--- config.mk ---
export PLATFORM = sky130hd
export DESIGN_NAME = id2exe_pipe_reg
export DESIGN_NICKNAME = d
export VERILOG_FILES = /design/src/rtl/id2exe_pipe_reg.sv
export SDC_FILE = /design/constraint.sdc
export NUM_CORES = 1
export LEC_CHECK = 0
export BUFFER_PORTS_ARGS = -buffer_cell sky130_fd_sc_hd__buf_2
export CAP_MARGIN = 10
export CORE_UTILIZATION = 33
export DETAILED_ROUTE_END_ITERATION = 7
export PLACE_DENSITY = 0.67
export SLEW_MARGIN = 20
export SYNTH_ARGS = -nofsm -noshare
export SYNTH_HDL_FRONTEND = slang
export SYNTH_SLANG_ARGS = --single-unit
--- constraint.sdc ---
create_clock -name clk -period 1.14 [get_ports clk]
set_input_delay 0.057 -clock clk [delete_from_list [all_inputs] [get_ports clk]]
set_output_delay 0.057 -clock clk [all_outputs]
set_load 0.05 [all_outputs]
--- src/rtl/id2exe_pipe_reg.sv ---
// -----------------------------------------------------------------------------
// id2exe_pipe_reg
//
// Pipeline register between the ID and EXE stages. Captures the decoded
// instruction (controller signals, register numbers, operand values and PC+4)
// on every rising clock edge. The result is visible to EXE one cycle later.
//
// Stage control (single point of truth for the stall/kill handshake):
//   freeze=1, flush=0 : downstream stall. Every output holds its value.
//   flush=1           : taken branch. This edge captures a bubble, meaning all
//                       fields are zero and valid_out=0. flush beats freeze.
//   neither           : normal capture, one cycle of latency.
//   rst=0             : asynchronous clear of every output. This has priority
//                       over flush and freeze.
//
// Ports
//   clk, rst                       clock; asynchronous active-low reset
//   freeze, flush                  stage control, described above
//   PC_in .. reg2_in               ID-stage instruction fields
//   PC_out .. reg2_out             registered copies of those fields
//   valid_out                      1 = EXE holds a real instruction
//   bubble_cnt                     saturating count of bubble captures
//                                  (only when BUBBLE_CNT_EN is defined)
//
// Configuration macro: BUBBLE_CNT_EN adds the bubble_cnt port and its counter.
// -----------------------------------------------------------------------------
module id2exe_pipe_reg (
    input  logic        clk,
    input  logic        rst,
    input  logic        freeze,
    input  logic        flush,
    input  logic [31:0] PC_in,
    input  logic        WB_EN_in,
    input  logic        MEM_R_EN_in,
    input  logic        MEM_W_EN_in,
    input  logic        Is_Imm_in,
    input  logic        ST_or_BNE_in,
    input  logic [3:0]  EXE_CMD_in,
    input  logic [4:0]  dest_in,
    input  logic [4:0]  src1_in,
    input  logic [4:0]  src2_in,
    input  logic [31:0] val1_in,
    input  logic [31:0] val2_in,
    input  logic [31:0] reg2_in,
    output logic [31:0] PC_out,
    output logic        WB_EN_out,
    output logic        MEM_R_EN_out,
    output logic        MEM_W_EN_out,
    output logic        Is_Imm_out,
    output logic        ST_or_BNE_out,
    output logic [3:0]  EXE_CMD_out,
    output logic [4:0]  dest_out,
    output logic [4:0]  src1_out,
    output logic [4:0]  src2_out,
    output logic [31:0] val1_out,
    output logic [31:0] val2_out,
    output logic [31:0] reg2_out,
    output logic        valid_out
`ifdef BUBBLE_CNT_EN
    ,
    output logic [15:0] bubble_cnt
`endif
);

    logic [31:0] pc_d,        pc_q;
    logic        wb_en_d,     wb_en_q;
    logic        mem_r_en_d,  mem_r_en_q;
    logic        mem_w_en_d,  mem_w_en_q;
    logic        is_imm_d,    is_imm_q;
    logic        st_or_bne_d, st_or_bne_q;
    logic [3:0]  exe_cmd_d,   exe_cmd_q;
    logic [4:0]  dest_d,      dest_q;
    logic [4:0]  src1_d,      src1_q;
    logic [4:0]  src2_d,      src2_q;
    logic [31:0] val1_d,      val1_q;
    logic [31:0] val2_d,      val2_q;
    logic [31:0] reg2_d,      reg2_q;
    logic        valid_d,     valid_q;

    // The controller drives all-zero control on a hazard. Such a capture is a
    // bubble even though its datapath fields are still taken. The raw
    // WB_EN_in is used here, so a write to r0 still counts as an instruction.
    logic ctrl_any;
    assign ctrl_any = WB_EN_in | MEM_R_EN_in | MEM_W_EN_in | (|EXE_CMD_in);

    // A capture edge is one that loads a new value (bubble or real) rather
    // than holding the current contents.
    logic capture;
    assign capture = flush | ~freeze;

    always_comb begin
        pc_d        = pc_q;
        wb_en_d     = wb_en_q;
        mem_r_en_d  = mem_r_en_q;
        mem_w_en_d  = mem_w_en_q;
        is_imm_d    = is_imm_q;
        st_or_bne_d = st_or_bne_q;
        exe_cmd_d   = exe_cmd_q;
        dest_d      = dest_q;
        src1_d      = src1_q;
        src2_d      = src2_q;
        val1_d      = val1_q;
        val2_d      = val2_q;
        reg2_d      = reg2_q;
        valid_d     = valid_q;
        if (flush) begin
            pc_d        = '0;
            wb_en_d     = 1'b0;
            mem_r_en_d  = 1'b0;
            mem_w_en_d  = 1'b0;
            is_imm_d    = 1'b0;
            st_or_bne_d = 1'b0;
            exe_cmd_d   = '0;
            dest_d      = '0;
            src1_d      = '0;
            src2_d      = '0;
            val1_d      = '0;
            val2_d      = '0;
            reg2_d      = '0;
            valid_d     = 1'b0;
        end else if (!freeze) begin
            pc_d        = PC_in;
            // Masking writes to r0 stops EXE/MEM from forwarding a bogus
            // value for register 0.
            wb_en_d     = WB_EN_in & (dest_in != 5'd0);
            mem_r_en_d  = MEM_R_EN_in;
            mem_w_en_d  = MEM_W_EN_in;
            is_imm_d    = Is_Imm_in;
            st_or_bne_d = ST_or_BNE_in;
            exe_cmd_d   = EXE_CMD_in;
            dest_d      = dest_in;
            src1_d      = src1_in;
            src2_d      = src2_in;
            val1_d      = val1_in;
            val2_d      = val2_in;
            reg2_d      = reg2_in;
            valid_d     = ctrl_any;
        end
    end

    always_ff @(posedge clk or negedge rst) begin
        if (!rst) begin
            pc_q        <= '0;
            wb_en_q     <= 1'b0;
            mem_r_en_q  <= 1'b0;
            mem_w_en_q  <= 1'b0;
            is_imm_q    <= 1'b0;
            st_or_bne_q <= 1'b0;
            exe_cmd_q   <= '0;
            dest_q      <= '0;
            src1_q      <= '0;
            src2_q      <= '0;
            val1_q      <= '0;
            val2_q      <= '0;
            reg2_q      <= '0;
            valid_q     <= 1'b0;
        end else begin
            pc_q        <= pc_d;
            wb_en_q     <= wb_en_d;
            mem_r_en_q  <= mem_r_en_d;
            mem_w_en_q  <= mem_w_en_d;
            is_imm_q    <= is_imm_d;
            st_or_bne_q <= st_or_bne_d;
            exe_cmd_q   <= exe_cmd_d;
            dest_q      <= dest_d;
            src1_q      <= src1_d;
            src2_q      <= src2_d;
            val1_q      <= val1_d;
            val2_q      <= val2_d;
            reg2_q      <= reg2_d;
            valid_q     <= valid_d;
        end
    end

    assign PC_out        = pc_q;
    assign WB_EN_out     = wb_en_q;
    assign MEM_R_EN_out  = mem_r_en_q;
    assign MEM_W_EN_out  = mem_w_en_q;
    assign Is_Imm_out    = is_imm_q;
    assign ST_or_BNE_out = st_or_bne_q;
    assign EXE_CMD_out   = exe_cmd_q;
    assign dest_out      = dest_q;
    assign src1_out      = src1_q;
    assign src2_out      = src2_q;
    assign val1_out      = val1_q;
    assign val2_out      = val2_q;
    assign reg2_out      = reg2_q;
    assign valid_out     = valid_q;

`ifdef BUBBLE_CNT_EN
    logic [15:0] bubble_cnt_d, bubble_cnt_q;

    // Count only edges that capture a bubble. Freeze-hold edges are not
    // counted. The counter saturates so that a long flush storm reads as
    // "at least 65535" and never wraps back to a small value.
    always_comb begin
        bubble_cnt_d = bubble_cnt_q;
        if (capture && !valid_d && (bubble_cnt_q != 16'hFFFF)) begin
            bubble_cnt_d = bubble_cnt_q + 16'd1;
        end
    end

    always_ff @(posedge clk or negedge rst) begin
        if (!rst) begin
            bubble_cnt_q <= '0;
        end else begin
            bubble_cnt_q <= bubble_cnt_d;
        end
    end

    assign bubble_cnt = bubble_cnt_q;
`endif

endmodule

==> flow_metrics.env, run 1 <==
export IMPL_outcome="finished clean"
export IMPL_met2_usage_pct=35.8
export IMPL_cts_sinks=153
export IMPL_period_needed_ns=1.12
export IMPL_yosysTopAreaCellShare_pct=61.6
export IMPL_period_share_pct=98.1
export IMPL_diodes=0
export IMPL_drive_gt1_share_pct=36.7
export IMPL_path_cells="buf_2"
export IMPL_worst_path_buf_inv=1
export IMPL_drc=0
export IMPL_grt_max_degree=46
export IMPL_busiest_layer="met2"
export IMPL_post_cts_setup_buffers=0
export IMPL_gp_congestion=0.757
export IMPL_yosys_top_cells_count="dfrtp_1, mux2i_1, nor2_1, buf_6, buf_2"
export IMPL_p_comb_share_pct=21.5
export IMPL_worstPathRequired_ns=1.08
export IMPL_io_buffers=308
export IMPL_drv_slew=0
export IMPL_netSwitchingPower_mw=4.50
export IMPL_setup_tns_ns=0
export IMPL_drt_vias_per_instance=4.60
export IMPL_drt_iter0_drc=206
export IMPL_synth_seq_cells=153
export IMPL_critPathCaptureType="output port"
export IMPL_core_area_mm2=0.0182
export IMPL_pin_count=309
export IMPL_yosys_warnings=0
export IMPL_hold_class="in2reg"
export IMPL_syn_nets=654
export IMPL_leakage_nw=5.64
export IMPL_final_util_pct=56.9
export IMPL_cts_buffers=17
export IMPL_cts_path_max_buffers=2
export IMPL_crit_family="flip-flops"
export IMPL_met1_usage_pct=22.6
export IMPL_slowest_stage="dfrtp_1"
export IMPL_max_freq_mhz=894
export IMPL_grt_first_pass_wirelength_um=30600
export IMPL_synth_cell_types=15
export IMPL_final_cells=1205
export IMPL_finalClockSkew_ns=0
export IMPL_pre_cts_ws_ns=0.0708
export IMPL_critical_path_class="reg2out"
export IMPL_synth_top_area_cell="dfrtp_1"
export IMPL_routedWlPerCell_um=16.2
export IMPL_setup_violations=0
export IMPL_synth_main_ff_cell="dfrtp_1"
export IMPL_worstPathArrival_ns=1.06
export IMPL_dr_pass1_iters=4
export IMPL_finalWorstSetupSlack_ns=0.0216
export IMPL_ys_seq_area_share_pct=61.6
export IMPL_gr_total_overflow=0
export IMPL_syn_inst=498
export IMPL_power_density_mw_per_mm2=1440
export IMPL_clockPowerShare_pct=38.8
export IMPL_yosys_top_cells_area="dfrtp_1, mux2i_1, nor2_1, buf_6, buf_2"
export IMPL_synthesis_area_mm2=0.00622
export IMPL_die_w_um=139
export IMPL_layout_nets=1119
export IMPL_h_tree_depth=4
export IMPL_use_met3_pct=6.64
export IMPL_worstMarginPinSlew_ns=0.382
export IMPL_areaGrowthSynthToFinish_pct=66.6
export IMPL_vias=5547
export IMPL_cap_violations=0
export IMPL_worstPathMaxFanout=2
export IMPL_die_h_um=139
export IMPL_rows=49
export IMPL_cts_root_buffer="clkbuf_16"
export IMPL_grt_total_usage_pct=20.1
export IMPL_placedCellCount=1023
export IMPL_slowest_delay_ns=0.37
export IMPL_slew_headroom_pct=74.3
export IMPL_clock_latency_ns=0.41
export IMPL_cts_tree="yes"
export IMPL_yosysMostFrequentCell="dfrtp_1"
export IMPL_antenna_found_initial=0
export IMPL_startpoint_type="flip-flop"
export IMPL_synth_edff_count=0
export IMPL_start_util_pct=34.2
export IMPL_ant_nets=0
export IMPL_cts_reportedPaths_clkPinSlew_ns=0.07
export IMPL_synthArstFlopShare_pct=100
export IMPL_postRouteWirelength_um=19500
export IMPL_hold_viol_final=0
export IMPL_hold_ws_ns=0.0622
export IMPL_dieArea_mm2=0.0194
export IMPL_seqPwrFrac_pct=39.7
export IMPL_peakVddDrop_uv=919
export IMPL_avgSynthCellArea_um2=12.5
export IMPL_rrSetupSlack_ns=0.34
export IMPL_swShare_pct=30.2
export IMPL_grt_pass1_vias=5985
export IMPL_hpwl_um=12000
export IMPL_p_int_mw=10.4
worst register-to-register path, delay by kind of cell (launching register included):
| family | cells | cell delay, ns |
|---|---|---|
| and+or+nand+nor | 1 | 0.07 |
| DFF | 1 | 0.40 |
| muxes | 1 | 0.22 |
power groups by stage:
stage | Clock, mW | Sequential [mW] | Combinational, mW
after floorplan | 0 | 7.08 | 0.693
after global placement | 0 | 5.99 | 2.67
after detailed placement | 0 | 5.99 | 2.70
after CTS | 5.90 | 5.90 | 3.11
after global routing | 6.14 | 5.94 | 3.37
final | 5.78 | 5.91 | 3.19
sequential cells by signal (all words and copies together) (netlist names):
| name | flops |
|---|---|
| valid_out | 1 |
| MEM_R_EN_out | 1 |
| val1_out | 32 |
| src1_out | 5 |
| MEM_W_EN_out | 1 |
| val2_out | 32 |
| Is_Imm_out | 1 |
| PC_out | 32 |
| EXE_CMD_out | 4 |
| reg2_out | 32 |
| WB_EN_out | 1 |
| dest_out | 5 |
| ST_or_BNE_out | 1 |
| src2_out | 5 |
final timing paths:
path,start,endpoint,cells after the start
setup / recovery,reg2_out[10],reg2_out[10],1
hold / removal,WB_EN_in,WB_EN_out,4
setup reg to reg,reg2_out[28],reg2_out[28],2
hold reg to reg,dest_out[3],dest_out[3],2
max in group asynchronous,rst,val1_out[29],3
min in group asynchronous,rst,reg2_out[3],2
cell usage in the layout, fill, tap and decap left out:
| master | synthesis | final |
|---|---|---|
| buf_2 | 9 | 235 |
| dfrtp_1 | 153 | 153 |
| dlygate4sd3_1 | 0 | 153 |
| mux2i_1 | 151 | 151 |
| nor2_1 | 151 | 151 |
| clkbuf_4 | 0 | 64 |
| buf_4 | 2 | 18 |
| clkbuf_16 | 0 | 17 |
| buf_12 | 0 | 8 |
| clkbuf_8 | 0 | 4 |
| inv_6 | 0 | 4 |
| clkinvlp_4 | 0 | 3 |
| nor4_1 | 2 | 2 |
| clkinv_4 | 0 | 2 |
| bufinv_16 | 0 | 2 |
| inv_1 | 1 | 1 |
| a221oi_1 | 1 | 1 |
| or4_1 | 1 | 1 |
| nor2b_1 | 1 | 1 |
| o21ai_1 | 1 | 1 |
| nand2_1 | 1 | 1 |
| a21oi_1 | 1 | 1 |
| clkbuf_1 | 8 | 1 |
| buf_6 | 15 | 1 |
layer usage:
metal	up-vias	share of wire (%)	wire, um
li1	2588	-	-
met3	37	7.3	1420
met5	-	0	0
met1	2676	39	7670
met2	246	51	10000
met4	0	2.0	399
cell type report:
| cell class | count | area, um^2 |
|---|---|---|
| Fill cell | 1494 | 7850 |
| Sequential cell | 153 | 3830 |
| Timing Repair Buffer | 480 | 3510 |
| Multi-Input combinational cell | 310 | 2130 |
| Clock buffer | 21 | 470 |
| Tap cell | 229 | 287 |
| Clock inverter | 11 | 135 |
| Inverter | 1 | 3.75 |
stage by stage:
| step | instance area, um^2 | power (mW) |
|---|---|---|
| 6_report | 10400 | 14.9 |
| 5_1_grt | 10400 | 15.4 |
| 3_5_place_dp | 8070 | 8.69 |
| 4_1_cts | 10200 | 14.9 |
| 2_1_floorplan | 6220 | 7.77 |
| 3_3_place_gp | 8070 | 8.66 |
logic make-up after synthesis:
family,count (synthesis),synth area share (%)
and+or+nand+nor,156,9.60
DFF,153,61.6
muxes,151,24.3
buffers and inverters,35,4.23
AOI/OAI and AO/OA,3,0.302
what timing repair did:
item	CTS	global route
hold endpoints to repair	305	0
setup endpoints to repair	2	66
pin swaps	0	3
hold buffers	153	0
resized for setup	2	66
Power figures use the tool's default switching activity.
==> run 2: changes to the inputs <==
--- a/config.mk
+++ b/config.mk
@@ -7,9 +7,10 @@
 export LEC_CHECK = 0
 export BUFFER_PORTS_ARGS = -buffer_cell sky130_fd_sc_hd__buf_2
 export CAP_MARGIN = 10
-export CORE_UTILIZATION = 33
+export CORE_AREA = 2 2 120 122
 export DETAILED_ROUTE_END_ITERATION = 7
-export PLACE_DENSITY = 0.67
+export DIE_AREA = 0 0 122 124
+export PLACE_DENSITY = 0.85
 export SLEW_MARGIN = 20
 export SYNTH_ARGS = -nofsm -noshare
 export SYNTH_HDL_FRONTEND = slang
==> flow_metrics.env, run 2 (same netlist as run 1, synthesis figures left out) <==
export IMPL_rr_startpoint="val1_out[15]"
export IMPL_gr_total_overflow=0
export IMPL_setup_violations=1
export IMPL_postRouteWirelength_um=22900
export IMPL_drv_slew=0
export IMPL_cts_buffers=17
export IMPL_max_freq_mhz=874
export IMPL_finalClockSkew_ns=0
export IMPL_routedWlPerCell_um=19.8
export IMPL_antenna_found_initial=1
export IMPL_grt_total_usage_pct=29.4
export IMPL_startpoint_type="primary input"
export IMPL_wl_met1_um=8020
export IMPL_r2r_end="val1_out[15]"
export IMPL_worstMarginPinSlew_ns=0.439
export IMPL_worstPathRequired_ns=1.40
export IMPL_gp_congestion=0.800
export IMPL_cts_root_buffer="clkbuf_16"
export IMPL_post_cts_setup_buffers=0
export IMPL_reg2reg_depth=2
export IMPL_met2_length_um=12000
export IMPL_pre_cts_ws_ns=0.107
export IMPL_cts_sinks=153
export IMPL_p_int_mw=10.1
export IMPL_period_share_pct=100
export IMPL_path_cells="dlygate4sd3_1, buf_2, nor4_1, buf_4, a221oi_1"
export IMPL_period_needed_ns=1.14
export IMPL_hold_viol_final=0
export IMPL_final_util_pct=74.6
export IMPL_drive_gt1_share_pct=37.2
export IMPL_drt_iter0_drc=559
export IMPL_critical_path_class="in2reg"
export IMPL_setup_tns_ns=-0.00432
export IMPL_met3_length_um=1760
export IMPL_grt_max_degree=39
export IMPL_io_buffers=308
export IMPL_hpwl_um=11800
export IMPL_clockPowerShare_pct=36.9
export IMPL_drc=0
export IMPL_grt_pass1_vias=6283
export IMPL_cts_path_max_buffers=2
export IMPL_areaGrowthSynthToFinish_pct=64.7
export IMPL_ant_nets=0
export IMPL_dieArea_mm2=0.0151
export IMPL_min_to="WB_EN_out"
export IMPL_slew_headroom_pct=70.8
export IMPL_rows=43
export IMPL_die_w_um=122
export IMPL_finalWorstSetupSlack_ns=-0.00432
export IMPL_worstPathMaxFanout=2
export IMPL_die_h_um=124
export IMPL_slowest_delay_ns=0.56
export IMPL_peakVddDrop_uv=823
export IMPL_swShare_pct=30.8
export IMPL_layout_commonest_cell="buf_2"
export IMPL_vias=5963
export IMPL_top_layer="met4"
export IMPL_outcome="finished with violations"
export IMPL_cts_tree="yes"
export IMPL_worstPathArrival_ns=1.40
export IMPL_power_density_mw_per_mm2=1430
export IMPL_violations="setup timing"
export IMPL_pin_count=309
export IMPL_critPathCaptureType="flip-flop"
export IMPL_holdPathStages=4
export IMPL_seqPwrFrac_pct=40.6
export IMPL_drt_vias_per_instance=5.15
export IMPL_slowest_stage="dlygate4sd3_1"
export IMPL_cap_violations=0
export IMPL_dr_pass1_iters=4
export IMPL_layout_cells_most_common_list="buf_2, dfrtp_1, mux2i_1, nor2_1, dlygate4sd3_1"
export IMPL_clock_latency_ns=0.40
export IMPL_hp_start="WB_EN_in"
export IMPL_rrSetupSlack_ns=0.25
export IMPL_p_comb_share_pct=22.4
export IMPL_layout_nets=1121
export IMPL_cts_reportedPaths_clkPinSlew_ns=0.06
export IMPL_hold_class="in2reg"
export IMPL_netSwitchingPower_mw=4.50
export IMPL_leakage_nw=5.66
export IMPL_h_tree_depth=4
export IMPL_start_util_pct=45.3
export IMPL_core_area_mm2=0.0137
export IMPL_grt_first_pass_wirelength_um=33400
-- run 2: cell count changes in the layout (fill, tap and decap cells not counted), sizes merged --
cell,change
dlymetal6s4s,+1
inv,-3
diode,+1
clkinv,+4
clkinvlp,+1
buf,+32
clkbuf,-32
dlygate4sd3,-2
-- run 2: repair_timing --
item                       in CTS  in global routing
setup endpoints to repair       2                 44
hold buffers                  152                  0
cloned                          0                  0
hold endpoints to repair      305                  0
pin swaps                       0                  2
resized for setup               2                 57
-- run 2: critical path, delay by kind of cell --
family                 cells  cell delay [ns]
AOI/OAI and AO/OA          1             0.07
buffers and inverters      3             0.90
and+or+nand+nor            1             0.38
-- run 2: per-stage QoR --
step                      cell area [um^2]  instances  hold slack (ns)  power, mW
after global placement                8030        975          -0.0289       8.64
final                                10200       1158           0.0836       14.6
after floorplan                       6220        498           -0.239       7.77
after global routing                 10200       1158           0.0731       15.1
after CTS                            10100       1158           0.0429       14.4
after detailed placement              8030        975          -0.0259       8.69
-- run 2: metal layers --
layer  vias to the layer above  global-route usage (%)
met5                         -                       0
met3                       104                    8.84
met1                      2896                    30.8
li1                       2594                       -
met4                         0                    18.3
met2                       369                    51.9
-- run 2: cell type report --
type                       instances  area [um^2]
antenna                            1         2.50
timing repair buffer             482         3480
clock inverter                    13          129
multi-input combinational        310         2140
fill                             806         3480
clock buffer                      18          429
tap                              180          225
inverter                           1         3.75
sequential                       153         3830
-- run 2: power by group through the flow --
stage	combinational, mW	sequential [mW]	clock [mW]
2_1_floorplan	0.693	7.08	0
3_3_place_gp	2.66	5.98	0
3_5_place_dp	2.70	5.99	0
4_1_cts	3.11	5.90	5.42
5_1_grt	3.44	5.96	5.73
6_report	3.28	5.94	5.40
-- run 2: worst max path at each step --
stage                   from           end  slack [ns]  depth (start not counted)
2_1_floorplan      valid_out     valid_out        0.09                          2
3_3_place_gp      dest_in[2]     WB_EN_out        0.13                          4
3_5_place_dp          freeze  val1_out[22]        0.11                          4
4_1_cts           PC_out[10]    PC_out[10]       0.005                          1
5_1_grt         val1_out[12]  val1_out[12]       -0.02                          1
6_report       EXE_CMD_in[2]     valid_out      -0.004                          5
